$ cat config.mk
export PLATFORM = sky130hd
export DESIGN_NAME = axis_sink_scoreboard
export DESIGN_NICKNAME = d
export VERILOG_FILES = /design/src/rtl/axis_sink_scoreboard.sv
export SDC_FILE = /design/constraint.sdc
export NUM_CORES = 1
export LEC_CHECK = 0
export CAP_MARGIN = 20
export CORE_ASPECT_RATIO = 0.5
export CORE_MARGIN = 5
export CORE_UTILIZATION = 53
export CTS_BUF_LIST = sky130_fd_sc_hd__clkbuf_8
export DETAILED_ROUTE_END_ITERATION = 6
export PLACE_DENSITY = 0.82
export SLEW_MARGIN = 20
export SYNTH_ARGS = -nofsm -noshare
export SYNTH_HDL_FRONTEND = slang
export SYNTH_SLANG_ARGS = --single-unit
$ cat constraint.sdc
create_clock -name aclk -period 2.8 [get_ports aclk]
set_clock_uncertainty 0.15 [all_clocks]
set_input_delay 0.56 -clock aclk [delete_from_list [all_inputs] [get_ports aclk]]
set_output_delay 0.56 -clock aclk [all_outputs]
set_load 0.1 [all_outputs]
$ cat src/rtl/axis_sink_scoreboard.sv
// axis_sink_scoreboard: AXI4-Stream sink with selectable back-pressure and incrementing-pattern checking.
// Optional macro AXIS_SINK_PROTO_CHECK_EN compiles in the tvalid/payload stability check.
module axis_sink_scoreboard #(
    parameter int          DATA_W     = 32,
    parameter int          KEEP_W     = DATA_W / 8,
    parameter int          USER_W     = 1,
    parameter int          READY_MODE = 0,
    parameter int          READY_DUTY = 2,
    parameter logic [15:0] LFSR_SEED  = 16'hACE1,
    parameter int          FRAME_LEN  = 16
) (
    input  logic              aclk,
    input  logic              aresetn,
    input  logic              enable,
    input  logic              clr,
    input  logic              s_axis_tvalid,
    input  logic [DATA_W-1:0] s_axis_tdata,
    input  logic [KEEP_W-1:0] s_axis_tkeep,
    input  logic              s_axis_tlast,
    input  logic [USER_W-1:0] s_axis_tuser,
    output logic              s_axis_tready,
    output logic [31:0]       beat_cnt,
    output logic [31:0]       frame_cnt,
    output logic [15:0]       last_frame_len,
    output logic [15:0]       data_err_cnt,
    output logic [15:0]       keep_err_cnt,
    output logic [15:0]       user_err_cnt,
    output logic [15:0]       len_err_cnt,
    output logic [15:0]       proto_err_cnt,
    output logic              err_flag
);
    function automatic logic [15:0] sat_inc(input logic [15:0] v, input logic e);
        return (e && v != 16'hFFFF) ? v + 16'd1 : v;
    endfunction

    logic [7:0]  duty;
    logic [15:0] lfsr;
    logic        ready_src;

    always_comb ready_src = READY_MODE == 0 ? 1'b1 : READY_MODE == 1 ? duty == 8'd0 : lfsr[0];

    always_ff @(posedge aclk)
        if (!aresetn) begin
            s_axis_tready <= 1'b0;
            duty          <= '0;
            lfsr          <= LFSR_SEED;
        end else begin
            s_axis_tready <= enable && ready_src;
            duty          <= (duty == 8'(READY_DUTY - 1)) ? 8'd0 : duty + 8'd1;
            lfsr          <= {lfsr[14:0], lfsr[15] ^ lfsr[13] ^ lfsr[12] ^ lfsr[10]};
        end

    logic              acc;
    logic [DATA_W-1:0] exp_word;
    logic [15:0]       in_cnt;
    logic [15:0]       frame_len;
    logic [KEEP_W-1:0] keep_inc;
    logic              data_ev, keep_ev, user_ev, len_ev, proto_ev;

    // A contiguous-from-LSB keep has no bit in common with itself plus one.
    always_comb begin
        acc       = s_axis_tvalid && s_axis_tready;
        keep_inc  = s_axis_tkeep + KEEP_W'(1);
        frame_len = (in_cnt == 16'hFFFF) ? in_cnt : in_cnt + 16'd1;
        data_ev   = acc && s_axis_tdata != exp_word;
        keep_ev   = acc && (s_axis_tlast ? (s_axis_tkeep == '0 || (s_axis_tkeep & keep_inc) != '0)
                                         : s_axis_tkeep != '1);
        user_ev   = acc && s_axis_tuser[0] != (in_cnt == 16'd0);
        len_ev    = acc && s_axis_tlast && FRAME_LEN != 0 && frame_len != 16'(FRAME_LEN);
    end

    logic        acc_q, last_q, data_q, keep_q, user_q, len_q, proto_q;
    logic [15:0] len_val_q;

    // Events are staged one cycle; clr squashes staged events so it also wins on the accepting edge.
    always_ff @(posedge aclk)
        if (!aresetn) begin
            exp_word  <= '0;
            in_cnt    <= '0;
            len_val_q <= '0;
            {acc_q, last_q, data_q, keep_q, user_q, len_q, proto_q} <= '0;
        end else begin
            if (acc) begin
                exp_word <= s_axis_tdata + DATA_W'(1);
                in_cnt   <= s_axis_tlast ? 16'd0 : frame_len;
            end
            {acc_q, last_q, data_q, keep_q, user_q, len_q, proto_q} <= clr ? 7'd0 :
                {acc, acc && s_axis_tlast, data_ev, keep_ev, user_ev, len_ev, proto_ev};
            len_val_q <= frame_len;
        end

    always_ff @(posedge aclk)
        if (!aresetn || clr) begin
            beat_cnt       <= '0;
            frame_cnt      <= '0;
            last_frame_len <= '0;
            data_err_cnt   <= '0;
            keep_err_cnt   <= '0;
            user_err_cnt   <= '0;
            len_err_cnt    <= '0;
            err_flag       <= 1'b0;
        end else begin
            beat_cnt     <= beat_cnt + 32'(acc_q);
            frame_cnt    <= frame_cnt + 32'(last_q);
            if (last_q) last_frame_len <= len_val_q;
            data_err_cnt <= sat_inc(data_err_cnt, data_q);
            keep_err_cnt <= sat_inc(keep_err_cnt, keep_q);
            user_err_cnt <= sat_inc(user_err_cnt, user_q);
            len_err_cnt  <= sat_inc(len_err_cnt, len_q);
            err_flag     <= err_flag | data_q | keep_q | user_q | len_q | proto_q;
        end

`ifdef AXIS_SINK_PROTO_CHECK_EN
    localparam int HOLD_W = DATA_W + KEEP_W + 1 + USER_W;

    logic              stall_q;
    logic [HOLD_W-1:0] hold_q, fields;

    always_comb begin
        fields   = {s_axis_tdata, s_axis_tkeep, s_axis_tlast, s_axis_tuser};
        proto_ev = stall_q && (!s_axis_tvalid || fields != hold_q);
    end

    always_ff @(posedge aclk)
        if (!aresetn) begin
            stall_q <= 1'b0;
            hold_q  <= '0;
        end else begin
            stall_q <= s_axis_tvalid && !s_axis_tready;
            if (s_axis_tvalid && !s_axis_tready) hold_q <= fields;
        end

    always_ff @(posedge aclk)
        if (!aresetn || clr) proto_err_cnt <= '0;
        else proto_err_cnt <= sat_inc(proto_err_cnt, proto_q);
`else
    always_comb proto_ev = 1'b0;
    assign proto_err_cnt = '0;
`endif
endmodule
==> results of run 1 <==
## stage by stage
stage	setup TNS, ps	utilization, %	setup slack [ps]	power, mW	cells
after floorplan	-14.9	-	-14.9	3.47	1174
after global placement	0	64.5	122	3.61	1590
after detailed placement	0	64.5	45.6	3.62	1590
after CTS	0	68.3	473	6.38	1648
after global routing	0	68.3	287	6.56	1648
final	0	68.3	446	6.33	1648
## cell type report
| type | instances | area [um2] | area share, % |
|---|---|---|---|
| clock inverter | 19 | 170 | 1.35 |
| inverter | 17 | 63.8 | 0.506 |
| sequential | 216 | 4330 | 34.3 |
| timing repair buffer | 226 | 1850 | 14.7 |
| multi-input combinational | 872 | 5350 | 42.4 |
| clock buffer | 39 | 537 | 4.25 |
| tap | 259 | 324 | 2.57 |
## kinds of logic (layout without fill, tap and decap cells)
group / after synthesis / after routing / share of synthesized area [%]
other: 1 / 16 / 0.0375
buffers and inverters: 86 / 301 / 4.01
and+or+nand+nor: 518 / 518 / 26.0
xor gates and xnor gates: 181 / 181 / 15.8
AOI/OAI and AO/OA: 124 / 124 / 7.33
adders and majority gates: 11 / 11 / 1.38
muxes: 22 / 22 / 2.23
DFF: 216 / 216 / 43.2
## synth_stat cells (all sizes together), types with 2 or more instances
library cell,number
buf,27
nand2b,5
a31oi,4
and4,12
inv,17
nand3,69
a211oi,19
nor2,203
and2,20
or3,10
mux2,2
a22oi,3
mux2i,20
xor2,94
nor4,22
and3,28
o21ai,37
ha,11
a21oi,48
nor3,24
o211ai,2
nand2,64
dfxtp,216
nor3b,3
xnor2,87
nand4,52
clkbuf,42
## report_power, final
group          switching [mW]  internal, mW  leakage (nW)
Clock                    1.23          1.54         0.388
Sequential             0.0204          3.10          1.75
Combinational           0.277         0.154          2.70
Total                    1.53          4.79          4.83
## tightest hold or removal path, delay by kind of cell (launching register included)
family / cells / cell delay (ps)
DFF: 1 / 300
muxes: 1 / 60
and+or+nand+nor: 1 / 70
## metal layers
| layer | part of all wire [%] | vias to the layer above | track usage [%] |
|---|---|---|---|
| met5 | 0 | - | 0 |
| met4 | 2.4 | 0 | 5.92 |
| met3 | 5.0 | 46 | 3.93 |
| met2 | 48 | 257 | 38.6 |
| met1 | 45 | 4105 | 28.8 |
| li1 | - | 4365 | - |
## worst max-delay path by stage
stage                startpoint            to  slack, ps  cells past startpoint
6_report              in_cnt[6]         len_q        450                      6
5_1_grt               in_cnt[6]         len_q        290                      6
3_3_place_gp   s_axis_tdata[12]  exp_word[31]        120                      7
2_1_floorplan       beat_cnt[1]  beat_cnt[26]        -10                      8
4_1_cts               in_cnt[8]         len_q        470                      6
3_5_place_dp   s_axis_tdata[12]  exp_word[31]         50                      7
## sequential cells by signal, summed over array words and instances, names as in the netlist
register,count
acc_q,1
beat_cnt,32
data_err_cnt,16
data_q,1
err_flag,1
exp_word,32
frame_cnt,32
in_cnt,16
keep_err_cnt,16
keep_q,1
last_frame_len,16
last_q,1
len_err_cnt,16
len_q,1
len_val_q,16
s_axis_tready,1
user_err_cnt,16
user_q,1
==> key figures, run 1 <==
Floorplan
  • Die area: roughly 22,000 um2
  • Core area: 18,500 um2
  • Rows: 35
  • Die Wd: just over 200 um
  • Top Ports: between 200 and 250
  • Initial Utilization: 54.1%
  • Die Ht: roughly 110 um

Clock tree
  • Worst-path clk slew: ~70 ps
  • Cts bufs inserted: 31
  • Worst-Skew Late Latency: 590 ps
  • CTS tree: yes
  • Cts hold-fix bufs: 0
  • PostCTS Resize Cnt: 0
  • Max clock buf depth: 3
  • CTS sink count: about 220
  • Postcts setup bufs: 0
  • Clock root buffer: clkbuf_8
  • H-tree depth: 1

Min path
  • Hold EP: last_frame_len[3]
  • Hold Path Depth: 2
  • HP Class: reg2reg
  • Worst hold start: len_val_q[3]

Critical path
  • Crit path max fanout: 8
  • CP bufs+invs: 0
  • R2R Setup Slk: around 450 ps
  • Worst setup SP type: register
  • CP Capture Type: register
  • CP peak stage delay: roughly 500 ps
  • Worst path slowest cell: dfxtp_1
  • Worst R2R End: len_q
  • Critical-path cell list: nand3_1 > nor4_1 > mux2i_1 > nand3_1 > nor4_1 > a21boi_0
  • RR Startpoint: in_cnt[6]
  • Worst EP required: 3090 ps
  • FF-to-FF path depth: 6
  • Cell family with most CP delay: simple AND/OR/NAND/NOR gates
  • Worst path arrival time: 2650 ps
  • Critical path class: reg2reg

Global routing
  • Largest net degree at the start of global routing: 72
  • Vias in the first global route: about 8,400
  • Total GRT Usage: about 22%
  • Global-route wire length before repair: 41.1 mm
  • Initial antenna violation count: 0
  • Global route overflow: 0

Detailed routing
  • Final WL: between 20 and 30 mm
  • DRC Markers: 0
  • WL per Instance: 15.5 um
  • Antenna-violating nets left: 0
  • Detailed Routing Iterations Pass 1: 5
  • Via count: ~9,000
  • Iter 0 DRT Violations: 549
  • Avg Vias per Cell: 5.32

Synth
  • Flops & latches, synth: between 200 and 250
  • Syn Area/Cell: roughly 8.6 um2
  • Sequential area share after synthesis: between 40% and 50%
  • Share of the synthesized area in the top cell type: 43.2%
  • Synth Instances: between 1,000 and 1,500
  • Distinct cells, synth: 56
  • Post-synth top area cell: dfxtp_1
  • Synth Flop Type: dfxtp_1
  • Post-Syn Area: roughly 10,000 um2
  • Top post-synthesis cells by area: dfxtp_1 (43%), xor2_1 (8.2%), nor2_1 (7.6%)
  • Async SR Flop Fraction: 0%
  • Post-synth EDFFs: 0
  • Ys Warns: 0

Layout
  • Layout area overhead: 26.1%
  • Commonest non-fill, non-tap cell in the layout: dfxtp_1
  • Commonest cells after routing, fill and taps aside: dfxtp_1 (214), nor2_1 (203), buf_4 (180), xor2_1 (94), xnor2_1 (87)
  • Fillers: around 1,500
  • Layout cells sized above 1: between 15 and 20%
  • Diodes inserted: 0
  • Final nets: ~1,400
  • Post-Layout Inst Area: 12,600 um2

Placement
  • Port Buffers: ~190
  • Gp weighted congestion: about 1
  • DP Area: around 12,000 um2
  • DPL Wire Length: between 15 and 20 mm

Timing
  • Final Setup Violations: 0
  • Final period util: between 80% and 90%
  • Fmax: around 420 MHz
  • Final Hold Fails: 0
  • Slew Limit Headroom: 56.9%
  • RSZ-0062 raised after global routing: no
  • Worst slew pin tran: 644 ps
  • Final Max Slew Viols: 0
  • Final min period: approximately 2400 ps
  • Hold_ws: 300 ps

Run
  • Max-cap violation count: 0

Pwr
  • Power density over the cells: 501 nW/um2
  • Max IR drop VDD: just under 0.3 mV
  • Leak: between 4 and 5 nW

Outcome
  • Status: finished, final reports clean
(Power assumes the default switching activity.)
==> inputs of run 2 (changes only) <==
==> constraint.sdc (replaced) <==
create_clock -name aclk -period 2.5 [get_ports aclk]
set_clock_uncertainty 0.15 [all_clocks]
set_input_delay 0.5 -clock aclk [delete_from_list [all_inputs] [get_ports aclk]]
set_output_delay 0.5 -clock aclk [all_outputs]
set_load 0.1 [all_outputs]
==> run 2 against run 1 <==
Via count rose by 2.0%. Flip-flop and latch count unchanged. Critical path depth stayed put. Core utilization is 1.6 points higher. Combinational power is 17% higher. Non-clock buffer count increased by 31. Sequential power grew 12%.
==> key figures, run 2 (same netlist as run 1, synthesis figures left out) <==
Timing
  • Final Setup Violations: 0 (unchanged)
  • Hold_ws: 325 ps (was 300 ps)
  • RSZ-0062 raised after global routing: no (unchanged)
  • Worst slew pin tran: 598 ps (was 644 ps)
  • Final Hold Fails: 0 (unchanged)
  • TNS Setup: 0 ps (unchanged)
  • Slew Limit Headroom: 60.1% (was 56.9%)
  • PnR worst setup slack: 144 ps (was 446 ps)
  • Final period util: 94.2% (was 84.1%)
  • Final min period: 2360 ps (was 2350 ps)
  • Fmax: 424 MHz (was 425 MHz)
  • Final Max Slew Viols: 0 (unchanged)

Clock tree
  • Clock root buffer: clkbuf_8 (unchanged)
  • Worst-path clk slew: 70 ps (about the same)
  • Postcts setup bufs: 0 (unchanged)
  • H-tree depth: 1 (unchanged)
  • Cts hold-fix bufs: 0 (unchanged)
  • Cts bufs inserted: 31 (unchanged)
  • Worst-Skew Late Latency: 570 ps (was 590 ps)
  • PostCTS Resize Cnt: 0 (unchanged)
  • Max clock buf depth: 3 (unchanged)
  • CTS tree: yes (unchanged)
  • CTS sink count: 216 (unchanged)

Placement
  • Gp weighted congestion: 0.922 (was 0.971)
  • DPL Wire Length: 19.2 mm (was 18.6 mm)
  • Port Buffers: 188 (unchanged)
  • DP Area: 12,200 um2 (was 11,900 um2)
  • Place WS: -92.6 ps (was 45.6 ps)
  • Placed cells: 1,621 (was 1,590)

Layout
  • Layout area overhead: 29.0% (was 26.1%)
  • Post-Layout Inst Area: 12,900 um2 (was 12,600 um2)
  • Final nets: 1,449 (was 1,418)
  • Final non-filler cell total: 1,679 (was 1,648)
  • Commonest non-fill, non-tap cell in the layout: buf_4 (was dfxtp_1)
  • Layout cells sized above 1: 23.7% (was 18.6%)
  • Largest regs: beat_cnt: 32 flops, exp_word: 32 flops, frame_cnt: 32 flops (unchanged)
  • Commonest cells after routing, fill and taps aside: buf_4 (210), nor2_1 (203), dfxtp_1 (169), xor2_1 (94), xnor2_1 (87) (was dfxtp_1 (214), nor2_1 (203), buf_4 (180), xor2_1 (94), xnor2_1 (87))
  • Diodes inserted: 0 (unchanged)

Critical path
  • Critical Path Sink: len_q (unchanged)
  • Most used cell, CP: nor4_1
  • R2R Setup Slk: 140 ps (was 450 ps)
  • Worst R2R End: len_q (unchanged)
  • Critical path class: reg2reg (unchanged)
  • CP peak stage delay: 410 ps (was 500 ps)
  • Critical Path Start: in_cnt[1] (was in_cnt[6])
  • RR Startpoint: in_cnt[1] (was in_cnt[6])
  • Worst setup SP type: register (unchanged)
  • FF-to-FF path depth: 6 (unchanged)
  • Critical-path cell list: nand2_1 > or2_2 > nor4_1 > mux2_2 > nor4_1 > a21boi_0 (was nand3_1 > nor4_1 > mux2i_1 > nand3_1 > nor4_1 > a21boi_0)
  • Worst path slowest cell: dfxtp_1 (unchanged)
  • Worst path arrival time: 2620 ps (was 2650 ps)
  • Worst EP required: 2770 ps (was 3090 ps)
  • CP Capture Type: register (unchanged)
  • Crit path max fanout: 6 (was 8)

Pwr
  • Power density over the cells: 549 nW/um2 (was 501 nW/um2)
  • Flop pwr share: 49.3% (about the same)
  • Cell internal pwr: 5.35 mW (was 4.79 mW)
  • Net Sw Power: 1.73 mW (was 1.53 mW)
  • Clock network fraction of design power: 43.6% (was 43.9%)
  • Max IR drop VDD: 0.389 mV (was 0.298 mV)
  • Sw frac: 24.4% (was 24.2%)
  • Leak: 5.01 nW (was 4.83 nW)
  • Logic pwr share: 7.1% (was 6.8%)

Global routing
  • Vias in the first global route: 8,860 (was 8,416)
  • Total GRT Usage: 23.3% (was 22.2%)
  • Largest net degree at the start of global routing: 71 (was 72)
  • Initial antenna violation count: 0 (unchanged)
  • Global-route wire length before repair: 43.2 mm (was 41.1 mm)
  • Global route overflow: 0 (unchanged)

Run
  • Max-cap violation count: 0 (unchanged)

Detailed routing
  • Avg Vias per Cell: 5.33 (was 5.32)
  • Via count: 8,948 (was 8,773)
  • Final WL: 26.3 mm (was 25.5 mm)
  • Detailed Routing Iterations Pass 1: 7 (was 5)
  • DRC Markers: 0 (unchanged)
  • WL per Instance: 15.6 um (was 15.5 um)
  • Antenna-violating nets left: 0 (unchanged)
  • Iter 0 DRT Violations: 429 (was 549)

Floorplan
  • Die Wd: 204 um (unchanged)
  • Core area: 18,500 um2 (unchanged)
  • Initial Utilization: 54.1% (unchanged)
  • Rows: 35 (unchanged)
  • Die area: 21,900 um2 (unchanged)
  • Die Ht: 107 um (unchanged)
  • Top Ports: 205 (unchanged)

Outcome
  • Status: finished, final reports clean (unchanged)

Min path
  • HP Class: reg2reg (unchanged)
  • Worst hold start: len_val_q[5] (was len_val_q[3])
run 2: how the worst min path moves through the flow:
| stage | end | slack, ps | cells after the start |
|---|---|---|---|
| detailed placement | last_frame_len[15] | 310 | 2 |
| finish | last_frame_len[5] | 320 | 2 |
| global route | last_frame_len[1] | 350 | 2 |
| CTS | exp_word[1] | 330 | 2 |
| global placement | last_frame_len[13] | 300 | 2 |
| floorplan | last_frame_len[0] | 290 | 2 |
run 2: power by group through the flow:
| stage | logic (mW) | registers [mW] | clock network [mW] |
|---|---|---|---|
| final | 0.504 | 3.49 | 3.08 |
| after global placement | 0.492 | 3.57 | 0 |
| after detailed placement | 0.500 | 3.57 | 0 |
| after floorplan | 0.306 | 3.58 | 0 |
| after CTS | 0.502 | 3.49 | 3.14 |
| after global routing | 0.537 | 3.49 | 3.32 |
run 2: cell type report:
type                    count  area (um2)
clock inverters            20         171
multi-input cells         872        5350
flip-flops and latches    216        4390
fillers                  1436        5570
inverters                  17        63.8
clock buffers              38         523
well taps                 259         324
repair buffers            257        2100
run 2: per-stage QoR:
stage / total power, mW / util [%]
2_1_floorplan: 3.89 / -
3_3_place_gp: 4.06 / 66.1
3_5_place_dp: 4.07 / 66.1
4_1_cts: 7.13 / 69.9
5_1_grt: 7.35 / 69.9
6_report: 7.08 / 69.9
run 2: worst max-delay path: cells and delay by family, from the launching register on:
kind | cells | cell delay, ps
AO/OA/AOI/OAI | 1 | 170
AND/OR/NAND/NOR | 4 | 1090
flip-flops | 1 | 410
multiplexers | 1 | 390
run 2: layer usage:
metal / share of wire, % / global-route usage, %
met4: 2.5 / 6.50
met3: 4.7 / 4.05
met1: 44 / 29.4
met5: 0 / 0
met2: 49 / 41.3
